===== src/rtl/sram_arb_pkg.sv =====
// Shared types and the round-robin search used by the SRAM arbiter and bus arbiters.
package sram_arb_pkg;

  localparam int NumReqMax = 4;

  typedef logic [$clog2(NumReqMax)-1:0] req_idx_t;

  typedef struct packed {
    logic     vld;
    req_idx_t idx;
  } pick_t;

  // First requester at or after ptr, wrapping modulo num; ptr must be < num.
  function automatic pick_t rr_pick(input logic [NumReqMax-1:0] req, input req_idx_t ptr,
                                    input int num);
    pick_t res;
    int    j;
    res = '0;
    for (int k = 0; k < NumReqMax; k++) begin
      j = int'(ptr) + k;
      if (j >= num) j = j - num;
      if (k < num && !res.vld && req[j]) begin
        res.vld = 1'b1;
        res.idx = req_idx_t'(j);
      end
    end
    return res;
  endfunction

endpackage


===== src/rtl/sram_arb_rr_pick.sv =====
// Combinational round-robin picker: zero latency, no state; vld low when nothing requests.
module sram_arb_rr_pick
  import sram_arb_pkg::*;
#(
  parameter int NumReq = 2
) (
  input  logic [NumReq-1:0] req,
  input  req_idx_t          ptr,
  output logic              vld,
  output req_idx_t          idx
);

  logic [NumReqMax-1:0] req_pad;
  pick_t                pick;

  always_comb begin
    req_pad             = '0;
    req_pad[NumReq-1:0] = req;
    pick                = rr_pick(req_pad, ptr, NumReq);
    vld                 = pick.vld;
    idx                 = pick.idx;
  end

endmodule


===== src/rtl/sram_rr_arbiter.sv =====
// Round-robin share of one single-port SRAM macro; grant same cycle, read data one cycle later.
// Losers simply see gnt_o=0 and hold their request until granted.
module sram_rr_arbiter
  import sram_arb_pkg::*;
#(
  parameter int NumReq    = 2,
  parameter int SramAw    = 12,
  parameter int SramDw    = 32,
  parameter bit FixedPrio = 1'b0
) (
  input  logic                     clk_i,
  input  logic                     rst_ni,
  input  logic [NumReq-1:0]        req_i,
  input  logic [NumReq-1:0]        we_i,
  input  logic [NumReq*SramAw-1:0] addr_i,
  input  logic [NumReq*SramDw-1:0] wdata_i,
  input  logic [NumReq*SramDw-1:0] wmask_i,
  output logic [NumReq-1:0]        gnt_o,
  output logic [NumReq-1:0]        rvalid_o,
  output logic [SramDw-1:0]        rdata_o,
  output logic                     mem_en_o,
  output logic [SramDw-1:0]        mem_we_o,
  output logic [SramAw-1:0]        mem_addr_o,
  output logic [SramDw-1:0]        mem_wdata_o,
  input  logic [SramDw-1:0]        mem_rdata_i
);

  req_idx_t             ptr_q, rv_idx_q, pick_ptr, win;
  logic                 rv_pend_q, pick_vld, grant, rd_grant;
  logic [NumReqMax-1:0] we_pad;

  assign pick_ptr = FixedPrio ? '0 : ptr_q;

  sram_arb_rr_pick #(.NumReq(NumReq)) u_pick (
    .req (req_i),
    .ptr (pick_ptr),
    .vld (pick_vld),
    .idx (win)
  );

  // Reset masks the grant so the macro is never enabled while in reset.
  assign grant    = pick_vld & rst_ni;
  assign mem_en_o = grant;

  always_comb begin
    we_pad             = '0;
    we_pad[NumReq-1:0] = we_i;
    gnt_o              = '0;
    mem_addr_o         = '0;
    mem_wdata_o        = '0;
    mem_we_o           = '0;
    if (grant) begin
      gnt_o       = NumReq'(1) << win;
      mem_addr_o  = addr_i[win*SramAw +: SramAw];
      mem_wdata_o = wdata_i[win*SramDw +: SramDw];
      if (we_pad[win]) mem_we_o = wmask_i[win*SramDw +: SramDw];
    end
  end

  // An all-zero write mask leaves the macro in read mode, so it returns data like a read.
  assign rd_grant = grant & ~|mem_we_o;

  always_ff @(posedge clk_i) begin
    if (!rst_ni) begin
      ptr_q     <= '0;
      rv_pend_q <= 1'b0;
      rv_idx_q  <= '0;
    end else begin
      rv_pend_q <= rd_grant;
      if (rd_grant) rv_idx_q <= win;
      if (grant) ptr_q <= (win == req_idx_t'(NumReq - 1)) ? '0 : win + 1'b1;
    end
  end

  assign rvalid_o = rv_pend_q ? (NumReq'(1) << rv_idx_q) : '0;
  assign rdata_o  = rv_pend_q ? mem_rdata_i : '0;

endmodule


===== config.mk =====
export PLATFORM = sky130hd
export DESIGN_NAME = sram_rr_arbiter
export DESIGN_NICKNAME = d
export VERILOG_FILES = /design/src/rtl/sram_arb_pkg.sv /design/src/rtl/sram_arb_rr_pick.sv /design/src/rtl/sram_rr_arbiter.sv
export SDC_FILE = /design/constraint.sdc
export NUM_CORES = 1
export LEC_CHECK = 0
export ABC_CLOCK_PERIOD_IN_PS = 2100
export CORE_AREA = 2 2 118 120
export CTS_BUF_LIST = sky130_fd_sc_hd__clkbuf_16
export DETAILED_ROUTE_END_ITERATION = 6
export DIE_AREA = 0 0 120 122
export HOLD_SLACK_MARGIN = 0.03
export MAX_ROUTING_LAYER = met4
export SYNTH_ARGS = -nofsm -noshare
export SYNTH_HDL_FRONTEND = slang
export SYNTH_SLANG_ARGS = --single-unit

===== constraint.sdc =====
create_clock -name clk_i -period 2.1 [get_ports clk_i]
set_input_delay 0.525 -clock clk_i [delete_from_list [all_inputs] [get_ports clk_i]]
set_output_delay 0.525 -clock clk_i [all_outputs]
set_load 0.02 [all_outputs]

Word-level counts from Yosys, hierarchy flattened
Index checks and enable logic that the tools add are counted.

storage, ports and cells
  output and inout port bits = 113
  bits in registers = 5
  bits of input ports = 190

cells by class
  reduce and logical (&&, ||, !) cells = 4
  $mul = 1
  equality and inequality tests = 1
  bitwise logic cells = 2
  order comparisons = 5
  mux-type cells = 20
  shift operators = 5
  $add $sub $neg = 4

operators with widths
  kind                                                                     count
  32-bit two-way mux                                                       6
  64-bit by 8-bit variable part select with 32-bit output                  2
  32-bit by 4-bit < comparator with 1-bit output (second input constant)   2
  32-bit by 3-bit >= comparator with 1-bit output (second input constant)  1
  32-bit OR reduction                                                      1
  32-bit by 3-bit subtractor with 32-bit output (second input constant)    1
  24-bit by 7-bit variable part select with 12-bit output                  1
  12-bit two-way mux                                                       1
  1-bit binary-select mux with 2-bit select                                3
  2-bit two-way mux                                                        3
  3-bit two-way mux                                                        2
  1-bit two-way mux                                                        5
  2-bit by 2-bit multiplier with 4-bit output (second input constant)      1
  1-bit by 2-bit << shifter with 2-bit output (first input constant)       2
  2-bit by 1-bit adder with 3-bit output (second input constant)           1
  2-bit by 3-bit < comparator with 1-bit output (second input constant)    1
  2-bit by 2-bit subtractor with 3-bit output (second input constant)      1
  2-bit by 1-bit adder with 2-bit output (second input constant)           1
  1-bit AND                                                                2
  2-bit by 1-bit equality test with 1-bit output (second input constant)   1
  2-bit >= comparator (second input constant)                              1
  1-bit logical NOT                                                        2
  1-bit logical AND                                                        1

Logic depth before layout (Yosys ltp)
  depth after elaboration = 16
  depth in mapped cells = 7
  depth with buffers taken out = 6

Cells and area by module
From an unflattened synthesis, not the netlist that was laid out.

second synthesis, totals
  cell total of the unflattened synthesis = 266
  area, all modules = 1819.2 sq um

by module, submodules not included
  module            instances  cells each  area each (sq um)
  sram_rr_arbiter   1          260         1785.5
  sram_arb_rr_pick  1          6           33.8

Worst setup path after synthesis
Ideal clock, no wire load.

  kind = input -> output
  start = input req_i[0]
  end = output mem_addr_o[10]
  path buffers = 1
  setup slack = -96 ps
  data arrival time = 1671 ps
  cell stages on the path = 4
  cell sequence = nor2b_1 -> nor2_2 -> clkbuf_1 -> a22o_1

on the way
  cells in the longest elaborated chain, start to end = 10
  elaborated cells between the ends (all ways) = 14

ends and longest elaborated chain
  what                                                     line                   RTL
  start: declaration                                       sram_rr_arbiter.sv:13  input logic [NumReq-1:0] req_i,
  1-bit binary-select mux with 2-bit select                sram_arb_pkg.sv:22     if (k < num && !res.vld && req[j]) begin
  1-bit two-way mux (implied by the code) (2 in series)    sram_arb_pkg.sv:22
  3-bit two-way mux                                        sram_arb_pkg.sv:22
  1-bit logical NOT                                        sram_arb_pkg.sv:22
  1-bit logical AND                                        sram_arb_pkg.sv:22
  3-bit two-way mux *                                      sram_arb_pkg.sv:22
  2-bit by 2-bit multiplier with 4-bit output              sram_rr_arbiter.sv:54  mem_addr_o = addr_i[win*SramAw +: SramAw];
  24-bit by 7-bit variable part select with 12-bit output  sram_rr_arbiter.sv:54
  12-bit two-way mux *                                     sram_rr_arbiter.sv:52  if (grant) begin
  end: declaration                                         sram_rr_arbiter.sv:23  output logic [SramAw-1:0] mem_addr_o,

Every way passes the cells marked *; elsewhere a longest branch is shown, timed or not. The select of a mux whose other input is x is not followed.

Worst setup path in the final report
  start = input req_i[1]
  end = output mem_we_o[12]

on the way
  cells in the longest elaborated chain, start to end = 11
  elaborated cells between the ends (all ways) = 16

ends and longest elaborated chain
  what                                                                                             line                   RTL
  1-bit binary-select mux with 2-bit select                                                        sram_arb_pkg.sv:22
  1-bit two-way mux (implied by the code) (2 in series)                                            sram_arb_pkg.sv:22
  3-bit two-way mux                                                                                sram_arb_pkg.sv:22
  1-bit logical NOT                                                                                sram_arb_pkg.sv:22
  1-bit logical AND                                                                                sram_arb_pkg.sv:22
  3-bit two-way mux *                                                                              sram_arb_pkg.sv:22
  branches (longest 3 deep; another with 64-bit by 8-bit variable part select with 32-bit output)  -
  32-bit two-way mux *                                                                             sram_rr_arbiter.sv:52
  end: declaration                                                                                 sram_rr_arbiter.sv:22  output logic [SramDw-1:0] mem_we_o,

Mark *: on every way between the ends. The select of a mux whose other input is x is not followed.

==> key figures <==
Run status
  – Status: complete, but fails checks
  – Failing checks: negative setup slack

Worst setup path
  – Worst Path Arrival: 1.67 ns
  – WP data required: 1.57 ns
  – Crit end category: output port
  – Cell depth of the worst flop-to-flop path: 8
  – Max FO, Critical Path: 4
  – Worst R2R Start: pick_ptr[0]
  – Top cell by count, worst path: buf_6
  – Top cell family by delay on the critical path: buffers and inverters
  – Crit start category: input port
  – Crit path from: req_i[1]
  – Critical path class: input port to output port
  – Crit path largest cell delay: 0.20 ns
  – FF-to-FF setup slack: 0.24 ns
  – Worst Path Buf+Inv: 5
  – CP endpoint: mem_we_o[12]
  – Crit-path cells: buf_8, o21ai_4, and3_4, o21ai_4, buf_6, buf_16, buf_6, a21oi_4, buf_6
  – Worst path depth: 9
  – CP max-delay cell: and3_4
  – FF-to-FF End: rv_idx_q[0]

Routing
  – Routed Antenna Nets: 0
  – Via/cell ratio: 4.44
  – Routed wire length: 13500 um
  – Initial DRC Count: 81
  – # DRC: 0
  – Via count: 3548
  – Router iterations before antenna repair: 4
  – WL/cell: 16.9 um

Flow run
  – Max Cap Viol: 0

Synthesis
  – Synth Net Count: 449
  – Post-synth top area cell: a22o_1
  – Mapped cell area: 0.00153 sq mm
  – Synth top area share: 25.2%
  – Mapped Cells: between 200 and 300
  – Yosys cell types: 28
  – Synth Area per Inst: 5.90 sq um
  – Post-synthesis register bit count: 5
  – Synthesis Warnings: 0
  – Area contributors post-synth: a22o_1 25%, nand2_1 17%, and2_1 14%, a21oi_1 11%, dfxtp_1 6.5%
  – Sequential area share after synthesis: ~6.5%

CTS
  – CTS H-tree lvls: 1
  – Clock sinks: 5
  – Latest clock arrival within the worst-skew pair: 0.22 ns
  – CTS tree: done
  – Clk root buf: clkbuf_16
  – CTS clk-pin slew, worst paths: 0.03 ns
  – Max clock buf depth: 2
  – CTS buffer count: 3

Power
  – Leakage power: 0.00271 uW
  – Net Sw Frac: 36.0%
  – Comb power frac: 76.5%
  – Pint: 1120 uW
  – P_sw: about 630 uW
  – Pwr/cell area: 289 mW/mm^2
  – Clk network pwr share: between 15 and 20%
  – Register share of total power: under 10%
  – Max VDD drop: between 0.15 and 0.2 mV

Placement
  – Placed cell area: 0.00503 sq mm
  – PortBufs: 302
  – Detail Placement HPWL: 9040 um
  – Placed Cells: 755
  – Routability-driven placement congestion ratio: 0.787

Global routing
  – Largest net degree at the start of global routing: 34
  – Remaining Overflow, GRT: 0
  – Vias in the first global route: 3488
  – Overall routing resource usage: 15.5%
  – Initial antenna violation count: 1
  – First-pass GRT wire length: 17700 um

Timing
  – Max_slew headroom: 76.3%
  – Max frequency: 456 MHz
  – Fin. max-slew vios: 0
  – Hold slack: 0.442 ns
  – Worst slew pin tran: 0.352 ns
  – Crit path time final: 2.19 ns
  – Final WS setup: -0.0914 ns
  – RSZ-0062 raised after global routing: yes
  – Final setup vio count: 54
  – Layout Skew: roughly 0.00036 ns
  – Hold Fails Final Rpt: 0
  – Period utilization: 104%

Floorplan
  – Die ar.: 0.0146 sq mm
  – Io pins: 303
  – Core ar.: 0.0135 sq mm
  – Initial Utilization: 11.3%
  – Row cnt: 43
  – Die Width: 120 um
  – Die Y: 122 um

Final layout
  – Filler Cells Inserted: roughly 1300
  – Finished Layout Cells: 799
  – Area grow syn2layout: 295%
  – Nets@finish: roughly 810
  – Fin area: 0.00603 sq mm
  – Layout cells sized above 1: 35.9%

Min path
  – Worst min-delay path category: flip-flop to flip-flop
  – Hold Startpoint: rv_idx_q[1]
## worst reg2reg max path, cell delays in order, from the launching register on
cell and delay, ns:
dfxtp_4 0.37, nand2b_4 0.14, buf_6 0.09, and2_4 0.25, clkbuf_16 0.21, mux2i_1 0.32
o221ai_2 0.18, nand3_2 0.11, o211ai_2 0.07
## worst min-delay path by stage
stage	to	slack [ns]	cells past startpoint
floorplan	rv_idx_q[1]	0.42	2
global placement	rv_idx_q[1]	0.43	2
detailed placement	rv_idx_q[1]	0.44	2
CTS	rv_idx_q[1]	0.45	2
global route	rv_idx_q[1]	0.48	2
finish	rv_idx_q[1]	0.44	2
## cell usage in the layout, fill, tap and decap left out, drive strengths merged, types with 4 or more instances in the layout
master and count:
clkdlybuf4s50 180, buf 150, nand2 71, a22o 44
dlygate4sd2 33, and2 33, a21oi 33, clkbuf 10
nor2 9, nor4 9, nor3 7, nand3 5
dfxtp 5, and3 5, dlymetal6s2s 4
## kinds of logic (layout without fill, tap and decap cells)
kind of cell / after synthesis / in the layout / synth area share, %
AOI/OAI and AO/OA: 83 / 83 / 39.4
buffers and inverters: 24 / 383 / 6.96
DFF: 5 / 5 / 6.55
muxes: 1 / 1 / 0.655
other: 0 / 1 / 0
and+or+nand+nor: 146 / 146 / 46.4
## cell type report
cell class	instances	area (sq um)	area share (%)
Timing Repair Buffer	377	3890	64.5
Multi-Input combinational cell	230	1720	28.5
Tap cell	180	225	3.73
Sequential cell	5	104	1.72
Clock buffer	3	75.1	1.24
Inverter	2	7.51	0.124
Clock inverter	1	3.75	0.0622
Antenna cell	1	2.50	0.0415
## metal layers
| layer | GRT usage, % | routed length, um | vias to the layer above |
|---|---|---|---|
| met2 | 30.6 | 7010 | 206 |
| met4 | 1.40 | 188 | 0 |
| met3 | 2.90 | 1160 | 15 |
| li1 | - | - | 1661 |
| met5 | - | 0 | - |
| met1 | 16.5 | 5140 | 1666 |
## per-stage QoR
step	total power [uW]	setup WS, ns	setup TNS (ns)	utilization (%)
2_1_floorplan	484	0.0665	0	-
3_3_place_gp	1200	-0.842	-65.77	37.2
3_5_place_dp	1200	-0.868	-68.64	37.2
4_1_cts	1600	-0.176	-4.55	40.1
5_1_grt	1830	-0.135	-5.56	44.7
6_report	1750	-0.0914	-2.90	44.7
## cells in the mapped netlist, drive strengths merged
library cell,count
and4,1
a21oi,33
nand4,1
and2,33
or4,1
nand2,71
o211ai,2
nor4,9
nor2b,2
o221ai,1
nor2,9
clkbuf,13
o21ai,2
a22o,44
nand3,5
and3,5
a21boi,1
dfxtp,5
buf,9
nand2b,2
inv,2
mux2i,1
nor3,7
## registers in the layout (all words and copies together) (netlist names)
signal     cells
pick_ptr       2
rv_pend_q      1
rv_idx_q       2
## timing repair
item | CTS | global route
hold buffers | 0 | 0
buffers inserted | 15 | 8
gates resized for setup | 469 | 105
pin swaps | 13 | 23
cloned | 8 | 9
endpoints found under the setup margin | 113 | 79
## power groups by stage
stage	clock, uW	combinational (uW)	sequential, uW
finish	306	1330	105
global route	318	1410	107
CTS	312	1180	105
detailed placement	0	1100	106
global placement	0	1090	105
floorplan	0	379	105
No activity file was read; power rests on OpenSTA's default activity.
